--- src/rtl/obj_wbk_gen_if.sv ---
// Start/done handshake between the object sequencer and the writeback engine.
// The master raises start (with scaled); the slave reports done/busy/heightnz.
interface obj_wbk_gen_if;
   logic start;
   logic scaled;
   logic done;
   logic busy;
   logic heightnz;

   modport master (
      output start,
      output scaled,
      input  done,
      input  busy,
      input  heightnz
   );

   modport slave (
      input  start,
      input  scaled,
      output done,
      output busy,
      output heightnz
   );
endinterface

--- src/rtl/obj_wbk_gen.sv ---
// Object-processor writeback engine: per-line height/data update with optional vertical scaling.
// Optional macro WBK_SKIPCNT_EN adds a skipcnt output counting Steps in the last operation.
module obj_wbk_gen #(
   parameter int DATA_W   = 21,
   parameter int HEIGHT_W = 10,
   parameter int DWIDTH_W = 10,
   parameter int REM_INT  = 3,
   parameter int REM_FRAC = 5
) (
   input  logic                         sys_clk,
   input  logic                         reset,
   obj_wbk_gen_if.slave                 ctl,
   input  logic [DWIDTH_W-1:0]          dwidth,
   input  logic [REM_INT+REM_FRAC-1:0]  vscale,
   input  logic                         ld_data,
   input  logic [DATA_W-1:0]            data_in,
   input  logic                         ld_height,
   input  logic [HEIGHT_W-1:0]          height_in,
   input  logic                         ld_rem,
   input  logic [REM_INT+REM_FRAC-1:0]  rem_in,
   output logic [DATA_W-1:0]            data,
   output logic [HEIGHT_W-1:0]          height,
   output logic [REM_INT+REM_FRAC-1:0]  rem,
`ifdef WBK_SKIPCNT_EN
   output logic [HEIGHT_W-1:0]          skipcnt,
`endif
   output logic [1:0]                   state_dbg
);

   localparam int RV_W  = REM_INT + REM_FRAC;
   localparam int REM_W = RV_W + 1;
   localparam logic [REM_W-1:0] ONE = REM_W'(1) << REM_FRAC;

   // Handshake: start is a request sampled only in S_IDLE; done is high exactly
   // while in S_IDLE, so the cycle done returns high the results are final.
   typedef enum logic [1:0] {
      S_IDLE  = 2'd0,
      S_CHECK = 2'd1,
      S_SCALE = 2'd2
   } state_t;

   state_t              state_q, state_nxt;
   logic                scaled_q, scaled_nxt;
   logic [DATA_W-1:0]   data_q, data_nxt;
   logic [HEIGHT_W-1:0] height_q, height_nxt;
   logic [REM_W-1:0]    rem_q, rem_nxt;
   logic                step;
   logic                clr_cnt;
   logic                lt1;

   // Remainder is below 1.0 when negative or when its integer field is zero.
   assign lt1 = rem_q[REM_W-1] | (rem_q[REM_W-2:REM_FRAC] == '0);

   always_comb begin
      state_nxt  = state_q;
      scaled_nxt = scaled_q;
      rem_nxt    = rem_q;
      step       = 1'b0;
      clr_cnt    = 1'b0;
      case (state_q)
         S_IDLE: begin
            if (ctl.start) begin
               state_nxt  = S_CHECK;
               scaled_nxt = ctl.scaled;
               clr_cnt    = 1'b1;
            end
         end
         S_CHECK: begin
            if (!scaled_q) begin
               step      = 1'b1;
               state_nxt = S_IDLE;
            end else begin
               rem_nxt   = rem_q - ONE;
               state_nxt = S_SCALE;
            end
         end
         S_SCALE: begin
            // Height exhaustion wins over the remainder test so the loop is bounded.
            if (height_q == '0) begin
               state_nxt = S_IDLE;
            end else if (lt1) begin
               rem_nxt = rem_q + REM_W'(vscale);
               step    = 1'b1;
            end else begin
               state_nxt = S_IDLE;
            end
         end
         default: state_nxt = S_IDLE;
      endcase
   end

   // Register loads take precedence over the arithmetic update of the same register.
   always_comb begin
      data_nxt   = step ? data_q + DATA_W'(dwidth) : data_q;
      height_nxt = step ? height_q - HEIGHT_W'(1) : height_q;
      if (ld_data)   data_nxt   = data_in;
      if (ld_height) height_nxt = height_in;
   end

   always_ff @(posedge sys_clk) begin
      if (reset) begin
         state_q  <= S_IDLE;
         scaled_q <= 1'b0;
         data_q   <= '0;
         height_q <= '0;
         rem_q    <= '0;
      end else begin
         state_q  <= state_nxt;
         scaled_q <= scaled_nxt;
         data_q   <= data_nxt;
         height_q <= height_nxt;
         rem_q    <= ld_rem ? {1'b0, rem_in} : rem_nxt;
      end
   end

`ifdef WBK_SKIPCNT_EN
   logic [HEIGHT_W-1:0] skip_q;

   always_ff @(posedge sys_clk) begin
      if (reset) begin
         skip_q <= '0;
      end else if (clr_cnt) begin
         skip_q <= '0;
      end else if (step && (skip_q != '1)) begin
         skip_q <= skip_q + HEIGHT_W'(1);
      end
   end

   assign skipcnt = skip_q;
`else
   logic unused_cnt;
   assign unused_cnt = clr_cnt;
`endif

   assign data         = data_q;
   assign height       = height_q;
   assign rem          = rem_q[RV_W-1:0];
   assign ctl.heightnz = (height_q != '0);
   assign ctl.done     = (state_q == S_IDLE);
   assign ctl.busy     = (state_q != S_IDLE);
   assign state_dbg    = state_q;

endmodule

--- src/flat_wrapper.sv ---
// flat-port wrapper written by rule: the top's interface ports become plain ports
module obj_wbk_gen_flat 
#(
   parameter int DATA_W   = 21,
   parameter int HEIGHT_W = 10,
   parameter int DWIDTH_W = 10,
   parameter int REM_INT  = 3,
   parameter int REM_FRAC = 5
)
  (sys_clk, reset, dwidth, vscale, ld_data, data_in, ld_height, height_in, ld_rem, rem_in, data, height, rem, state_dbg, ctl_start, ctl_scaled, ctl_done, ctl_busy, ctl_heightnz);
  obj_wbk_gen_if ctl_i ();
  input  logic sys_clk;
  input  logic reset;
  input  logic [DWIDTH_W-1:0] dwidth;
  input  logic [REM_INT+REM_FRAC-1:0] vscale;
  input  logic ld_data;
  input  logic [DATA_W-1:0] data_in;
  input  logic ld_height;
  input  logic [HEIGHT_W-1:0] height_in;
  input  logic ld_rem;
  input  logic [REM_INT+REM_FRAC-1:0] rem_in;
  output logic [DATA_W-1:0] data;
  output logic [HEIGHT_W-1:0] height;
  output logic [REM_INT+REM_FRAC-1:0] rem;
  output logic [1:0] state_dbg;
  input wire logic [$bits(ctl_i.start)-1:0] ctl_start;
  input wire logic [$bits(ctl_i.scaled)-1:0] ctl_scaled;
  output wire logic [$bits(ctl_i.done)-1:0] ctl_done;
  output wire logic [$bits(ctl_i.busy)-1:0] ctl_busy;
  output wire logic [$bits(ctl_i.heightnz)-1:0] ctl_heightnz;
  assign ctl_i.start = ctl_start;
  assign ctl_i.scaled = ctl_scaled;
  assign ctl_done = ctl_i.done;
  assign ctl_busy = ctl_i.busy;
  assign ctl_heightnz = ctl_i.heightnz;
  obj_wbk_gen #(.DATA_W(DATA_W), .HEIGHT_W(HEIGHT_W), .DWIDTH_W(DWIDTH_W), .REM_INT(REM_INT), .REM_FRAC(REM_FRAC)) u_core (.sys_clk(sys_clk), .reset(reset), .ctl(ctl_i), .dwidth(dwidth), .vscale(vscale), .ld_data(ld_data), .data_in(data_in), .ld_height(ld_height), .height_in(height_in), .ld_rem(ld_rem), .rem_in(rem_in), .data(data), .height(height), .rem(rem), .state_dbg(state_dbg));
endmodule
--- config.mk ---
export PLATFORM = sky130hd
export DESIGN_NAME = obj_wbk_gen_flat
export DESIGN_NICKNAME = d
export VERILOG_FILES = /design/src/rtl/obj_wbk_gen_if.sv /design/src/rtl/obj_wbk_gen.sv /design/src/flat_wrapper.sv
export SDC_FILE = /design/constraint.sdc
export NUM_CORES = 1
export LEC_CHECK = 0
export ABC_AREA = 1
export BUFFER_PORTS_ARGS = -buffer_cell sky130_fd_sc_hd__buf_2
export CAP_MARGIN = 5
export CORE_ASPECT_RATIO = 0.7
export CORE_MARGIN = 8
export CORE_UTILIZATION = 45
export CTS_CLUSTER_DIAMETER = 200
export CTS_CLUSTER_SIZE = 24
export DETAILED_ROUTE_END_ITERATION = 7
export HOLD_SLACK_MARGIN = 0.12
export PLACE_DENSITY = 0.8
export SETUP_SLACK_MARGIN = 0.02
export SYNTH_ARGS = -nofsm -noshare
export SYNTH_HDL_FRONTEND = slang
export SYNTH_SLANG_ARGS = --single-unit
--- constraint.sdc ---
create_clock -name sys_clk -period 2.5 [get_ports sys_clk]
set_input_delay 0.125 -clock sys_clk [delete_from_list [all_inputs] [get_ports sys_clk]]
set_output_delay 0.125 -clock sys_clk [all_outputs]
set_load 0.005 [all_outputs]
# ---- Word level (Yosys, flattened, before mapping)
# Cells that the tools add are included.
dict set report word_totals {
  ramBits 0
  output_inout_bits 44
  reg_bits 43
  romBits 0
  in_bits 64
  memories 0
  latch_bits 0
}
dict set report classes {
  n_mul 0
  order_cmp 0
  n_shift 0
  mux 18
  div_mod_pow 0
  addsub 4
  n_eq_ne 10
  n_reduce_logical 14
  bitwise 1
}
# operator count
set op_table {}
lappend op_table {{21-bit two-way mux} 2}
lappend op_table {{9-bit two-way mux} 3}
lappend op_table {{21-bit by 10-bit adder with 21-bit output} 1}
lappend op_table {{10-bit two-way mux} 2}
lappend op_table {{9-bit one-hot mux with 2 select lines} 1}
lappend op_table {{10-bit logical NOT} 1}
lappend op_table {{10-bit nonzero test} 1}
lappend op_table {{10-bit by 1-bit subtractor with 10-bit output, second input constant} 1}
lappend op_table {{9-bit by 8-bit adder with 9-bit output} 1}
lappend op_table {{9-bit by 6-bit subtractor with 9-bit output, second input constant} 1}
lappend op_table {{2-bit two-way mux} 4}
lappend op_table {{8-bit two-way mux} 1}
lappend op_table {{4-bit AND reduction} 2}
lappend op_table {{2-bit nonzero test} 4}
lappend op_table {{3-bit by 2-bit != test with 1-bit output, second input constant} 2}
lappend op_table {{3-bit != test, second input constant} 2}
lappend op_table {{2-bit one-hot mux with 3 select lines} 1}
lappend op_table {{2-bit by 1-bit != test with 1-bit output, second input constant} 2}
lappend op_table {{2-bit != test, second input constant} 2}
lappend op_table {{2-bit AND reduction} 2}
lappend op_table {{3-bit logical NOT} 1}
lappend op_table {{1-bit two-way mux} 3}
lappend op_table {{3-bit nonzero test} 1}
lappend op_table {{2-bit by 1-bit equality test with 1-bit output, second input constant} 1}
lappend op_table {{5 further kinds} 5}

# ---- Longest topological paths before layout
dict set report logic_depth {
  depth_word 7
  depth_mapped 13
}

# ---- Worst setup path before layout
# OpenSTA, ideal clock, no wires.
dict set report synth_timing {
  path_kind {register to register}
  start {reg u_core.data_q[0], in the netlist u_core.data[0]}
  end {reg u_core.data_q[8], in the netlist u_core.data[8]}
  arrival_ns 1.711
  path_buffers 0
  setup_time_ns 0.134
  path_slack_ns 0.655
  required_ns 2.366
  path_stages_with_launch 12
  cell_sequence {dfxtp_1 ha_1 fa_1 nand2_1 nand3_1 nand3_1 nand2_1 or2_2 nand3_1 nand2_1 nand2_1 a21oi_1}
}
dict set report synth_via {
  elab_chain_cells 3
}
# element line_no
set synth_lines {}
lappend synth_lines {{start: declaration} obj_wbk_gen.sv:44} ;# logic [DATA_W-1:0] data_q, data_nxt;
lappend synth_lines {{start signal: assignment} obj_wbk_gen.sv:110} ;# data_q <= data_nxt;
lappend synth_lines {{21-bit by 10-bit adder with 21-bit output} obj_wbk_gen.sv:94} ;# data_nxt = step ? data_q + DATA_W'(dwidth) : data_q;
lappend synth_lines {{21-bit two-way mux} obj_wbk_gen.sv:94}
lappend synth_lines {{21-bit two-way mux} obj_wbk_gen.sv:96} ;# if (ld_data) data_nxt = data_in;
# No other way between the ends. The select of a mux whose other input is x is not followed.
# A chain may end at the register's enable or synchronous reset.

# ---- Final worst setup path
dict set report layout_timing {
  start {reg u_core.rem_q[5]}
  end {reg u_core.height_q[9], in the netlist u_core.height[9]}
}
dict set report layout_via {
  elab_chain_cells 6
}
# element line_no
set layout_lines {}
lappend layout_lines {{start: declaration} obj_wbk_gen.sv:46} ;# logic [REM_W-1:0] rem_q, rem_nxt;
lappend layout_lines {{start signal: assignment} obj_wbk_gen.sv:112} ;# rem_q <= ld_rem ? {1'b0, rem_in} : rem_nxt;
lappend layout_lines {{3-bit logical NOT} obj_wbk_gen.sv:52} ;# assign lt1 = rem_q[REM_W-1] | (rem_q[REM_W-2:REM_FRAC] == '0);
lappend layout_lines {{1-bit bitwise OR} obj_wbk_gen.sv:52}
lappend layout_lines {{1-bit two-way mux} obj_wbk_gen.sv:81} ;# end else if (lt1) begin
lappend layout_lines {{1-bit two-way mux} obj_wbk_gen.sv:79} ;# if (height_q == '0) begin
lappend layout_lines {{1-bit one-hot mux with 2 select lines} obj_wbk_gen.sv:60} ;# case (state_q)
lappend layout_lines {{2-bit nonzero test (no source line)} --}
lappend layout_lines {{end signal: assignment} obj_wbk_gen.sv:111} ;# height_q <= height_nxt;
lappend layout_lines {{end: declaration} obj_wbk_gen.sv:45} ;# logic [HEIGHT_W-1:0] height_q, height_nxt;
# No other way between the ends.

==> impl_results.md <==
* Initial Util at 46.8%
* Die area at 11500 sq um
* R2r setup slk at roughly 0.44 ns
* Grt met2 use at 30.5%
* ANT cells at 0
* Critical Path End Type: flop
* Most common cell after layout, fill and taps aside: nand2_1
* Overall power at around 0.0024 W
* Netlist cell types at 37
* Sequential fraction of the synthesis area at a little under a quarter
* DP Area at 4280 sq um
* Row count at 27
* Avg WL per Cell at 14.3 um
* Net count after synthesis at 711
* Gr ovfl total at 0
* Mapped cell area at 3730 sq um
* Final worst-path cycle share at 82.6%
* Via count at 4300
* Most frequent cells in the layout: nand2_1, buf_2, inv_1
* Worst Path Max Fanout at 15
* Overall die width at 125 um
* Crit path time final at 2.06 ns
* Fin. Hold Viols at 0
* Crit path DAT at 2.28 ns
* Post-synth ARST share at 0%
* Avg Cell Area, Syn at 6.01 sq um
* Setup TNS at 0 ns
* Root buffer cell: clkbuf_16
* Worst Path Class, Setup: reg2reg
* Pwr Density at 530 nW/um^2
* Proportion of layout cells with a drive suffix above 1 at between 15 and 20%
* GRT busiest layer: met2
* Die Ht at 92.2 um
* Port buffer count at 107
* Fin util at ~56%
* Post-cts repair resize count at 0
* DR iter-0 viols at between 400 and 500
* Number of clock sinks at 43
* CTS clk-pin slew, worst paths at 0.06 ns
* Initial antenna violation count at 0
* Antenna-violating nets left at 0
* RSZ-0062 raised after global routing: no
* TritonCTS clock tree: built
* HP Class: in2reg
* Yosys warning count at 0
* Final Setup Violations at 0
* Startpoint types: flop
* Max Slew Vio Count at 0
* Number of global-route vias before repair at 3984
* Most common flop cell mapped by yosys: dfxtp_1
* Synth Register Bits at 43
* Pin count of the biggest net entering global routing at 30
* CP required at 2.71 ns
* GPL Wtd Cong at roughly 0.94
* MaxCap Viol Count at 0
* Slew HR at between 60% and 70%
* Total Routing Usage GR at 20.0%
* Core box area at between 7000 and 8000 sq um
* Post-synth EDFFs at 0
* DRC at 0
* Max Buffers Root-to-Sink at 2
* Actual slew at the worst max-slew pin at 0.540 ns
* Design Area, Final at 4440 sq um
* Filler Cells Inserted at around 810
* GRT met1 Usage at 28.2%
* Mapped Cells at a little over 600
* First-pass GRT wire length at 19300 um
* IO Pins at 108
* Worst skew pair latency at 0.28 ns
* Max Clk Rate at ~480 MHz
* Num CTS Buffers at 5
* Grt met3 use at 4.39%
* Clk_skew at 0.00538 ns
* Via/cell ratio at 5.26
* Post-layout net count at 807
* Final WL at approximately 12000 um
* Area delta synth->final at 18.8%
* VDD IR-drop max at 0.275 mV
* Leakage power at between 2 and 2.5 nW
* Status: finished clean
* H-tree depth at 2
* TritonRoute pass-1 iters at 5
* Post-DP HPWL at 9270 um
* Hold_ws at 0.146 ns
-- synth_stat cells (3+ instances only) --
library cell / n / area [sq um]
buf_4: 8 / 60.1
nand2_1: 199 / 747
nor3_2: 3 / 30.0
xor2_1: 8 / 70.1
inv_2: 3 / 11.3
o21ai_0: 31 / 155
dfxtp_1: 43 / 861
nor2_1: 68 / 255
nand3_1: 49 / 245
or2_2: 7 / 43.8
nor3_1: 4 / 20.0
a21oi_1: 43 / 215
nand4_1: 5 / 31.3
nand3_2: 4 / 40.0
nand3b_1: 4 / 30.0
inv_1: 74 / 278
xnor2_1: 4 / 35.0
ha_1: 24 / 300
clkbuf_1: 10 / 37.5
a22oi_1: 3 / 22.5
-- metrics by stage --
step,setup slack (ns),cells
6_report,0.435,818
4_1_cts,0.433,818
5_1_grt,0.239,818
3_3_place_gp,0.545,810
3_5_place_dp,0.458,810
2_1_floorplan,0.655,621
-- critical path, stage by stage, from the launching register on --
cell	delay, ns
dfxtp_1	0.36
inv_1	0.09
ha_1	0.21
ha_1	0.17
or2_2	0.30
nand3_4	0.11
nand2_4	0.08
nand2_8	0.13
nand2_2	0.17
clkinv_1	0.15
nand2_1	0.07
a21oi_1	0.14
-- report_power, final --
| group | switching [W] | total [W] | internal, W |
|---|---|---|---|
| Combinational | 0.000521 | 0.000856 | 0.000335 |
| Clock | 0.000273 | 0.000664 | 0.000391 |
| Sequential | 0.0000816 | 0.000833 | 0.000752 |
| Total | 0.000876 | 0.00235 | 0.00148 |
-- cells by family (layout without fill, tap and decap cells) --
logic type / Yosys count / count (layout) / synth area share, %
xor gates and xnor gates: 12 / 12 / 2.81
buffers and inverters: 99 / 195 / 11.2
and+or+nand+nor: 354 / 354 / 41.4
adders and majority gates: 26 / 26 / 9.11
AOI/OAI and AO/OA: 87 / 87 / 12.4
DFF: 43 / 43 / 23.0
-- worst paths after layout --
kind / from / endpoint / cells after the start
worst min-delay path: height_in[4] / u_core.height[4]$_SDFFE_PP0P_ / 3
worst max register to register: u_core.rem_q[5]$_SDFFE_PP0P_ / u_core.height[9]$_SDFFE_PP0P_ / 11
worst max-delay path: u_core.rem_q[5]$_SDFFE_PP0P_ / u_core.height[9]$_SDFFE_PP0P_ / 11
worst min register to register: u_core.data[4]$_SDFFE_PP0P_ / u_core.data[4]$_SDFFE_PP0P_ / 2
-- routing by layer --
metal | vias up | wire length [um] | part of all wire [%]
met4 | 0 | 58 | 0.50
li1 | 2164 | - | -
met5 | - | 0 | 0
met3 | 4 | 1050 | 9.0
met2 | 201 | 4850 | 42
met1 | 1931 | 5710 | 49
-- sequential cells by signal, indices dropped and copies added, names as in the netlist --
register,cells
u_core.scaled_q,1
u_core.height,10
u_core.rem_q,9
u_core.state_dbg,2
u_core.data,21
-- cell type report --
type / instances / area, sq um / area share (%)
repair buffers: 109 / 553 / 12.5
well taps: 101 / 126 / 2.85
multi-input cells: 479 / 2460 / 55.3
flip-flops and latches: 43 / 861 / 19.4
inverters: 79 / 298 / 6.71
clock buffers: 6 / 139 / 3.13
clock inverters: 1 / 5.00 / 0.113
-- timing repair --
item | CTS | global route
hold buffers | 1 | 0
buffers inserted | 0 | 0
endpoints found under the hold margin | 1 | 0
Note: power is estimated with default switching activity, not from simulation.
